--- config.mk ---
export PLATFORM = sky130hd
export DESIGN_NAME = serial_adder
export DESIGN_NICKNAME = d
export VERILOG_FILES = /design/src/rtl/serial_adder_pkg.sv /design/src/rtl/serial_adder_digit_adder.sv /design/src/rtl/serial_adder.sv
export SDC_FILE = /design/constraint.sdc
export NUM_CORES = 1
export LEC_CHECK = 0
export BUFFER_PORTS_ARGS = -buffer_cell sky130_fd_sc_hd__buf_2
export CORE_UTILIZATION = 58
export DETAILED_ROUTE_END_ITERATION = 12
export PLACE_DENSITY = 0.9
export SYNTH_ARGS = -nofsm -noshare
export SYNTH_HDL_FRONTEND = slang
export SYNTH_SLANG_ARGS = --single-unit
--- constraint.sdc ---
create_clock -name clk -period 2 [get_ports clk]
set_input_delay 0.2 -clock clk [delete_from_list [all_inputs] [get_ports clk]]
set_output_delay 0.2 -clock clk [all_outputs]
set_load 0.02 [all_outputs]
--- src/rtl/serial_adder_pkg.sv ---
// serial_adder_pkg: shared FSM state type and parameter legality check for serial_adder.
package serial_adder_pkg;

    typedef enum logic [1:0] {S_IDLE, S_RUN, S_DONE} state_e;

    function automatic bit params_ok(input int width, input int digit);
        return width >= 2 && digit >= 1 && (width % digit) == 0;
    endfunction

endpackage

--- src/rtl/serial_adder_digit_adder.sv ---
// digit_adder: combinational DIGIT-wide adder slice used by serial_adder.
//   a, b    : DIGIT-bit addends
//   cin     : carry in
//   s       : DIGIT-bit sum
//   cout    : carry out of the top bit
//   msb_cin : carry into the top bit (only with SERIAL_ADDER_OVF_EN)
module digit_adder
    import serial_adder_pkg::*;
#(
    parameter int DIGIT = 1
) (
    input  logic [DIGIT-1:0] a,
    input  logic [DIGIT-1:0] b,
    input  logic             cin,
    output logic [DIGIT-1:0] s,
    output logic             cout
`ifdef SERIAL_ADDER_OVF_EN
    ,
    output logic             msb_cin
`endif
);

    assign {cout, s} = {1'b0, a} + {1'b0, b} + (DIGIT+1)'(cin);

`ifdef SERIAL_ADDER_OVF_EN
    // sum bit = a ^ b ^ carry_in, so the carry into the top bit falls out directly
    assign msb_cin = s[DIGIT-1] ^ a[DIGIT-1] ^ b[DIGIT-1];
`endif

endmodule

--- src/rtl/serial_adder.sv ---
// serial_adder: digit-serial adder, {cout,sum} = a + b + cin over WIDTH/DIGIT cycles.
//   clk, rst_n       : rising-edge clock, asynchronous active-low reset
//   start_i          : request, honoured in S_IDLE and S_DONE
//   a_i, b_i, cin_i  : operands, captured on the accepting edge
//   busy_o           : high while in S_RUN
//   done_o           : one-cycle result-valid pulse
//   sum_o, cout_o    : last completed result, held until the next completion
//   ovf_o            : last completed two's-complement overflow (macro SERIAL_ADDER_OVF_EN)
module serial_adder
    import serial_adder_pkg::*;
#(
    parameter int WIDTH = 8,
    parameter int DIGIT = 1
) (
    input  logic             clk,
    input  logic             rst_n,
    input  logic             start_i,
    input  logic [WIDTH-1:0] a_i,
    input  logic [WIDTH-1:0] b_i,
    input  logic             cin_i,
    output logic             busy_o,
    output logic             done_o,
    output logic [WIDTH-1:0] sum_o,
    output logic             cout_o
`ifdef SERIAL_ADDER_OVF_EN
    ,
    output logic             ovf_o
`endif
);

    localparam int STEPS = WIDTH / DIGIT;
    localparam int CW    = $clog2(STEPS + 1);

    if (!params_ok(WIDTH, DIGIT)) begin : g_param_check
        $error("serial_adder: WIDTH must be >= 2 and a multiple of DIGIT");
    end

    state_e           state;
    logic [WIDTH-1:0] a_q;
    logic [WIDTH-1:0] b_q;
    logic [WIDTH-1:0] acc;
    logic             c_q;
    logic [CW-1:0]    cnt;
    logic [DIGIT-1:0] ds;
    logic             dc;
    logic [WIDTH-1:0] acc_nxt;
    logic             last;
`ifdef SERIAL_ADDER_OVF_EN
    logic             msb_c;
`endif

    digit_adder #(.DIGIT(DIGIT)) u_digit (
        .a      (a_q[DIGIT-1:0]),
        .b      (b_q[DIGIT-1:0]),
        .cin    (c_q),
        .s      (ds),
        .cout   (dc)
`ifdef SERIAL_ADDER_OVF_EN
        ,
        .msb_cin(msb_c)
`endif
    );

    // new digit enters at the top; after STEPS shifts the LSB digit lands at bit 0
    assign acc_nxt = WIDTH'({ds, acc} >> DIGIT);
    assign last    = cnt == CW'(STEPS - 1);

    always_ff @(posedge clk or negedge rst_n) begin
        if (!rst_n) begin
            state  <= S_IDLE;
            a_q    <= '0;
            b_q    <= '0;
            acc    <= '0;
            c_q    <= 1'b0;
            cnt    <= '0;
            busy_o <= 1'b0;
            done_o <= 1'b0;
            sum_o  <= '0;
            cout_o <= 1'b0;
`ifdef SERIAL_ADDER_OVF_EN
            ovf_o  <= 1'b0;
`endif
        end else begin
            case (state)
                S_RUN: begin
                    a_q <= a_q >> DIGIT;
                    b_q <= b_q >> DIGIT;
                    c_q <= dc;
                    acc <= acc_nxt;
                    cnt <= cnt + 1'b1;
                    if (last) begin
                        state  <= S_DONE;
                        busy_o <= 1'b0;
                        done_o <= 1'b1;
                        sum_o  <= acc_nxt;
                        cout_o <= dc;
`ifdef SERIAL_ADDER_OVF_EN
                        ovf_o  <= dc ^ msb_c;
`endif
                    end
                end
                default: begin
                    // S_IDLE and S_DONE accept a request identically
                    done_o <= 1'b0;
                    if (start_i) begin
                        a_q    <= a_i;
                        b_q    <= b_i;
                        c_q    <= cin_i;
                        cnt    <= '0;
                        busy_o <= 1'b1;
                        state  <= S_RUN;
                    end else begin
                        state  <= S_IDLE;
                    end
                end
            endcase
        end
    end

endmodule

==> metrics.txt, run 1 <==
placed cells=203; Critical Path Start=cnt[0]$_DFFE_PN0P_; CTS tree=done; PostCTS Resize Cnt=0; ant diodes=0; via/cell ratio=5.43; Comb power frac=0.379; Die ar.=0.00317 mm²; critical path peak fanout=12; Slew headroom=0.439; CORE AREA=0.00278 mm²; Hold Buf Count CTS=1; Die H=56.3 µm; routed wire length=3.15 mm; post-synth cell types=19; required time of the critical path=2230 ps; Min Hold Slack=115 ps; first-pass GRT wire length=5.42 mm; DR iter-0 viols=7; Synth Net Count=171; H-tree Lvls=2; compound-cell area share of the yosys netlist=0.0498; final-report hold violation count=0; Syn Std Cell Area=0.00171 mm²; Pint=1.77 mW; RSZ-0062 raised after global routing=false; ratio of cells with drive above 1 in the final layout=0.282; Synth warnings=0; Max IR drop VDD=1.04 mV; max-slew violation count=0; Critical Path Start Type=flop; Synth Area in Simple Gates=0.133; Worst-path clk slew=110 ps; Async SR Flop Fraction=1.00; # DRC=0; Worst Skew=5.58 ps; CP endpoint kind=flop; largest net degree at the start of global routing=41; Seq cells post-synth=40; switch share=0.388; commonest non-fill, non-tap cells in the layout=nand2_1, dfrtp_1, buf_2, mux2i_1, o21ai_0; hold_sp=a_i[7]; NetSw=1.12 mW; f_max=588 MHz; Post-synth EDFFs=0; sequential share of power=0.478; CTS sink cnt=40; Pre-antenna DRT Iters=4; cell leakage power=0.993 nW; final setup fails=0; detailed placer's ending HPWL=2.24 mm; clock latency on the worst-skew pair=330 ps; Final min period=1700 ps; CP arrival=1930 ps; DR WL/cell=14.9 µm; post-route insts no fill=212; initial antenna violation count=0; final worst setup slack=299 ps; ANT nets after route=0; clock root buffer=clkbuf_4; number of global-route vias before repair=1223; pre-CTS WS=325 ps; gr ovfl total=0; clock buffer depth=2; postcts setup bufs=0; Avg Inst Size Synth=11.5 µm²; setup_tns=0 ps; Clk pwr share=0.143; via count=1151; All-Layer GR Usage=0.228; I/O Pins=31; crit path kind=reg -> reg; Post-Synthesis Cells=149; status=finished, final reports clean; Placer Congestion=0.706; fin crit share=0.851; pwr/cell area=1500 mW/mm²; mux cell area share after synthesis=0.178; number of max-cap violations=0; reg-to-reg startpoint=cnt[0]$_DFFE_PN0P_; worst-margin pin slew=841 ps; combinational family with the most area after synthesis=multiplexers; number of nets in the layout=202; Top FF cell, synth=dfrtp_1; Layout area overhead=13.0%; Initial Util=0.614; Die Span X=56.3 µm; XOR/XNOR Fraction of Synth Area=0.00513; Seq/Total Area, Yosys=0.586; TritonCTS Buffers=5; worst hold-check path type=in -> reg; Synth Area in Adders=0.0190; Cell Rows=19; PortBufs=30
-- kinds of logic (layout without fill, tap and decap cells) --
| logic type | count (synthesis) | count (layout) |
|---|---|---|
| DFF | 40 | 40 |
| xor gates and xnor gates | 1 | 1 |
| muxes | 29 | 29 |
| and+or+nand+nor | 51 | 51 |
| adders and majority gates | 2 | 2 |
| buffers and inverters | 9 | 41 |
| AOI/OAI and AO/OA | 17 | 17 |
-- worst paths after layout --
kind / depth (start not counted) / end / slack [ps]
max: 4 / sum_o[2]$_DFFE_PN0P_ / 300
min: 3 / a_q[7]$_DFFE_PN0P_ / 110
max reg2reg: 4 / sum_o[2]$_DFFE_PN0P_ / 300
min reg2reg: 2 / b_q[5]$_DFFE_PN0P_ / 490
max in group asynchronous: 2 / a_q[7]$_DFFE_PN0P_ / 970
min in group asynchronous: 2 / busy_o$_DFFE_PN0P_ / 500
-- flip-flops by register name (all words and copies together), names as in the netlist --
signal	cells
sum_o	8
state	1
done_o	1
acc	7
cout_o	1
busy_o	1
cnt	4
b_q	8
a_q	8
c_q	1
-- through the flow --
step | power, mW | utilization | area (µm²)
finish | 2.89 | 0.694 | 1930
global route | 3.10 | 0.694 | 1930
CTS | 2.91 | 0.694 | 1930
detailed placement | 2.50 | 0.669 | 1860
global placement | 2.38 | 0.669 | 1860
floorplan | 2.16 | - | 1710
-- synthesized netlist by cell type, types with 2 or more instances --
library cell / instances / share of area
buf_2: 6 / 0.018
o21ai_0: 16 / 0.047
nor2_1: 5 / 0.011
mux2i_1: 18 / 0.11
mux2_2: 11 / 0.073
nand3b_1: 2 / 0.0088
nand2_1: 40 / 0.088
dfrtp_1: 40 / 0.59
-- layout make-up --
cell class,instances,area [µm²]
tap,31,38.8
fill,204,851
sequential,40,1000
multi-input combinational,100,657
clock buffer,8,58.8
timing repair buffer,33,175
-- power by group through the flow --
stage / clock (mW) / combinational, mW / sequential, mW
after detailed placement: 0 / 1.10 / 1.39
after floorplan: 0 / 0.710 / 1.45
after CTS: 0.423 / 1.11 / 1.38
final: 0.415 / 1.10 / 1.38
after global routing: 0.456 / 1.22 / 1.43
after global placement: 0 / 1.01 / 1.37
-- critical path, stage by stage, from the launching register on --
cell	delay, ps
dfrtp_1	410
ha_1	220
nand2_1	110
nor3_4	450
mux2_2	410
-- layer usage --
layer,GRT usage,up-vias,part of all wire
met3,0.0530,8,0.031
met5,0,-,0
li1,-,555,-
met2,0.369,26,0.51
met1,0.297,562,0.44
met4,0.0976,0,0.021
Note: power is estimated with default switching activity, not from simulation.
==> run 2, diff against run 1 <==
==> constraint.sdc (replaced) <==
create_clock -name clk -period 2 [get_ports clk]
set_input_delay 0 -clock clk [delete_from_list [all_inputs] [get_ports clk]]
set_output_delay 0 -clock clk [all_outputs]
set_load 0.02 [all_outputs]
==> metrics.txt, run 2 (synthesis gave the netlist of run 1 again) <==
status=finished, final reports clean; number of global-route vias before repair=1370 (+12%); f_max=581 MHz (-1.2%); worst hold-check path type=in -> reg; sequential share of power=0.473 (-0.005); CTS tree=done; Pint=1.79 mW (+1.2%); CTS sink cnt=40 (unchanged); R2R depth=4 (unchanged); Die H=56.3 µm (unchanged); Worst Skew=8.69 ps (+3.12 ps); number of max-cap violations=0 (unchanged); CP arrival=1950 ps (+20 ps); detailed placer's ending HPWL=2.24 mm (unchanged); CP cell instances=ha_1 -> nand2_1 -> nor3_4 -> mux2_2; layout filler cell count=180 (-12%); final setup fails=0 (unchanged); Max IR drop VDD=1.13 mV (+8.4%); WP depth=4 (unchanged); clock buffer depth=2 (unchanged); Clk pwr share=0.142 (about the same); All-Layer GR Usage=0.260 (+0.0320); required time of the critical path=2230 ps (about the same); Layout area overhead=22.4%; via/cell ratio=5.47 (+0.74%); Pre-antenna DRT Iters=4 (unchanged); DR WL/cell=15.8 µm (+6.5%); CP delay by family, top=simple AND/OR/NAND/NOR gates; max-slew violation count=0 (unchanged); hold path depth=3 (unchanged); worst-margin pin slew=855 ps (+14.3 ps); top flop regs=a_q: 8 flops, b_q: 8 flops, sum_o: 8 flops; Comb power frac=0.385 (+0.006); pwr/cell area=1410 mW/mm² (-5.8%); clock root buffer=clkbuf_4; Worst-path clk slew=110 ps (about the same); CORE AREA=0.00278 mm² (unchanged); Critical path buffers and inverters=0 (unchanged); initial antenna violation count=0 (unchanged); PortBufs=30 (unchanged); number of nets in the layout=218 (+7.9%); crit path kind=reg -> reg; reg2reg setup slack=280 ps (-20 ps); Cell Rows=19 (unchanged); routed wire length=3.61 mm (+15%); Die Span X=56.3 µm (unchanged); Critical Path Start Type=flop; gr ovfl total=0 (unchanged); switch share=0.393 (+0.00456); # DRC=0 (unchanged); Cell Area, Placed=0.00186 mm² (unchanged); fin crit share=0.861 (+0.0106); DR iter-0 viols=12 (+5); largest net degree at the start of global routing=41 (unchanged); Final min period=1720 ps (+21.2 ps); I/O Pins=31 (unchanged); cell leakage power=1.06 nW (+6.7%); ratio of cells with drive above 1 in the final layout=0.259 (-0.0229); ant diodes=0 (unchanged); ANT nets after route=0 (unchanged); commonest non-fill, non-tap cells in the layout=nand2_1, dfrtp_1, buf_2, mux2i_1, dlygate4sd3_1; Initial Util=0.614 (unchanged); critical path peak fanout=12 (unchanged); Slew headroom=0.430 (-0.00954); Die ar.=0.00317 mm² (unchanged); crit path max-delay cell type=nor3_4; critical path's largest stage delay=450 ps (about the same); final-report hold violation count=0 (unchanged); H-tree Lvls=2 (unchanged); Min Hold Slack=36.3 ps (-78.4 ps); clock latency on the worst-skew pair=330 ps (about the same); CP endpoint kind=flop; NetSw=1.16 mW (+3.2%); first-pass GRT wire length=6.17 mm (+14%); setup_tns=0 ps (unchanged); utilization after layout=0.752 (+0.0576); Placer Congestion=0.706 (unchanged); final instance area=0.00209 mm² (+8.3%); RSZ-0062 raised after global routing=false; TritonCTS Buffers=5 (unchanged); via count=1247 (+8.3%); Power Total=2.95 mW (+2.0%)
==> run 2: worst paths after layout <==
kind	endpoint	startpoint
min reg2reg	b_q[5]$_DFFE_PN0P_	b_q[6]$_DFFE_PN0P_
min	b_q[1]$_DFFE_PN0P_	b_i[1]
min in group asynchronous	busy_o$_DFFE_PN0P_	rst_n
max in group asynchronous	sum_o[4]$_DFFE_PN0P_	rst_n
max	sum_o[2]$_DFFE_PN0P_	cnt[0]$_DFFE_PN0P_
max reg2reg	sum_o[2]$_DFFE_PN0P_	cnt[0]$_DFFE_PN0P_
==> run 2: timing repair <==
| action | 4_1_cts | 5_1_grt |
|---|---|---|
| gates resized for setup | 0 | 0 |
| endpoints found under the hold margin | 56 | 0 |
| hold buffers | 17 | 0 |
| setup buffers | 0 | 0 |
==> run 2: layer usage <==
layer / vias to the layer above / routed length [µm] / track usage
li1: 588 / - / -
met1: 619 / 1490 / 0.326
met4: 0 / 88 / 0.111
met3: 12 / 105 / 0.0599
met2: 28 / 1930 / 0.434
met5: - / 0 / 0
==> run 2: worst min-delay path, stage by stage <==
cell and delay [ps]:
buf_2 80, mux2i_1 60, o21ai_0 190
==> run 2: metrics by stage <==
| stage | std cells | worst slack [ps] |
|---|---|---|
| global placement | 203 | 443 |
| detailed placement | 203 | 325 |
| CTS | 228 | 312 |
| global route | 228 | 160 |
| floorplan | 149 | 564 |
| finish | 228 | 278 |
==> run 2: cell type report <==
| type | count | area, µm² | share of cell area |
|---|---|---|---|
| Sequential cell | 40 | 1000 | 0.479 |
| Clock buffer | 8 | 58.8 | 0.0281 |
| Timing Repair Buffer | 49 | 335 | 0.160 |
| Tap cell | 31 | 38.8 | 0.0186 |
| Multi-Input combinational cell | 100 | 657 | 0.314 |
==> run 2: power by group through the flow <==
stage | combinational (mW) | clock (mW) | sequential, mW
after global routing | 1.26 | 0.454 | 1.44
after detailed placement | 1.10 | 0 | 1.39
final | 1.14 | 0.418 | 1.40
after CTS | 1.13 | 0.423 | 1.38
after global placement | 1.01 | 0 | 1.37
after floorplan | 0.710 | 0 | 1.45
==> run 3, diff against run 2 <==
Settings changed: CORE_UTILIZATION 58 to 55, PLACE_DENSITY 0.9 to 0.86.
==> metrics.txt, run 3 (synthesis gave the netlist of run 1 again) <==
status=complete, but fails checks; failing checks=DRC, hold timing; I/O Pins=31 (unchanged); Min Hold Slack=-9.95 ps (-46.3 ps); TritonCTS Buffers=5 (unchanged); NetSw=1.13 mW (-2.2%); worst-margin pin slew=847 ps (-7.71 ps); fin crit share=0.848 (-0.0129); # DRC=1 (+1); CTS sink cnt=40 (unchanged); CTS tree=done; All-Layer GR Usage=0.227 (-0.0330); required time of the critical path=2240 ps (about the same); largest net degree at the start of global routing=41 (unchanged); number of global-route vias before repair=1209 (-12%); Clk pwr share=0.147 (+0.005); Pre-antenna DRT Iters=8 (+4); clock root buffer=clkbuf_4; RSZ-0062 raised after global routing=false; PostCTS Resize Cnt=0 (unchanged); commonest non-fill, non-tap cells in the layout=nand2_1, dfrtp_1, buf_2, mux2i_1, dlygate4sd3_1; Power Total=2.90 mW (-1.7%); ant diodes=0 (unchanged); critical path peak fanout=12 (unchanged); Layout area overhead=22.1%; clock buffer depth=2 (unchanged); gr ovfl total=0 (unchanged); clock latency on the worst-skew pair=350 ps (+20 ps); max-slew violation count=0 (unchanged); Die Span X=57.7 µm (+2.6%); Max IR drop VDD=0.767 mV (-32%); sequential share of power=0.477 (+0.004); Die ar.=0.00333 mm² (+5.3%); Placer Congestion=0.712 (+0.78%); setup_tns=0 ps (unchanged); via/cell ratio=5.34 (-2.3%); f_max=589 MHz (+1.5%); CP arrival=1940 ps (about the same); Cell Rows=19 (unchanged); DR iter-0 viols=29 (+17); CP endpoint kind=flop; via count=1213 (-2.7%); PortBufs=30 (unchanged); H-tree Lvls=2 (unchanged); ANT nets after route=0 (unchanged); layout filler cell count=200 (+11%); initial antenna violation count=0 (unchanged); pwr/cell area=1390 mW/mm² (-1.5%); Final min period=1700 ps (-25.9 ps); Pint=1.77 mW (-1.4%); crit path kind=reg -> reg; ratio of cells with drive above 1 in the final layout=0.265 (+0.00642); Worst-path clk slew=110 ps (about the same); Initial Util=0.599 (-0.0154); number of nets in the layout=217 (-0.46%); worst hold-check path type=in -> reg; CORE AREA=0.00285 mm² (+2.6%); number of max-cap violations=0 (unchanged); Die H=57.7 µm (+2.6%); first-pass GRT wire length=5.56 mm (-9.8%); routed wire length=3.29 mm (-8.9%); switch share=0.391 (-0.00212); DR WL/cell=14.5 µm (-8.5%); cell leakage power=1.06 nW (+0.10%); Worst Skew=8.74 ps (+0.0496 ps); Critical Path Start Type=flop; final setup fails=0 (unchanged); top flop regs=a_q: 8 flops, b_q: 8 flops, sum_o: 8 flops; Comb power frac=0.376 (-0.009); final-report hold violation count=1 (+1); detailed placer's ending HPWL=2.05 mm (-8.6%); Slew headroom=0.435 (+0.00514)
-- run 3: cell types whose count changed in the layout (fill, tap and decap cells not counted) --
cell,before,now
clkinv_2,0,2
clkbuf_1,2,0
buf_4,2,1
-- run 3: power by group through the flow --
stage,logic (mW),clock network (mW),registers [mW]
global placement,0.990,0,1.37
CTS,1.09,0.437,1.38
detailed placement,1.06,0,1.40
floorplan,0.710,0,1.45
global route,1.23,0.467,1.42
finish,1.09,0.428,1.38
-- run 3: metrics by stage --
| step | cells | util | worst slack (ps) | cell area (µm²) |
|---|---|---|---|---|
| 6_report | 227 | 0.731 | 303 | 2090 |
| 5_1_grt | 227 | 0.731 | 209 | 2090 |
| 4_1_cts | 227 | 0.731 | 315 | 2090 |
| 3_5_place_dp | 202 | 0.650 | 343 | 1850 |
| 3_3_place_gp | 202 | 0.650 | 453 | 1850 |
| 2_1_floorplan | 149 | - | 564 | 1710 |
-- run 3: layer usage --
layer	GRT usage	up-vias	wire length (µm)
met3	0.0558	14	140
li1	-	590	-
met5	0	-	0
met4	0.143	0	149
met1	0.283	580	1440
met2	0.357	29	1570
-- run 3: path summary, 6_finish.rpt --
| kind | start | to | slack (ps) | cells past startpoint |
|---|---|---|---|---|
| setup / recovery | cnt[0]$_DFFE_PN0P_ | sum_o[5]$_DFFE_PN0P_ | 300 | 4 |
| hold / removal | a_i[4] | a_q[4]$_DFFE_PN0P_ | -10 | 3 |
| setup reg to reg | cnt[0]$_DFFE_PN0P_ | sum_o[5]$_DFFE_PN0P_ | 300 | 4 |
| hold reg to reg | b_q[6]$_DFFE_PN0P_ | b_q[5]$_DFFE_PN0P_ | 490 | 2 |
| max in group asynchronous | rst_n | sum_o[5]$_DFFE_PN0P_ | 1180 | 2 |
| min in group asynchronous | rst_n | b_q[0]$_DFFE_PN0P_ | 280 | 2 |
-- run 3: final cells by class --
| cell class | count | area, µm² | area share |
|---|---|---|---|
| sequential | 40 | 1000 | 0.480 |
| multi-input combinational | 100 | 657 | 0.315 |
| timing repair buffer | 48 | 328 | 0.157 |
| clock buffer | 6 | 51.3 | 0.0246 |
| tap | 31 | 38.8 | 0.0186 |
| clock inverter | 2 | 10.0 | 0.00480 |
-- run 3: what timing repair did --
action,CTS,global route
hold buffers,17,0
hold endpoints to repair,56,0
setup buffers,0,0
-- run 3: critical path, cell delays in order, from the launching register on --
cell,delay [ps]
dfrtp_1,410
ha_1,220
nand2_1,100
nor3_4,450
mux2_2,400
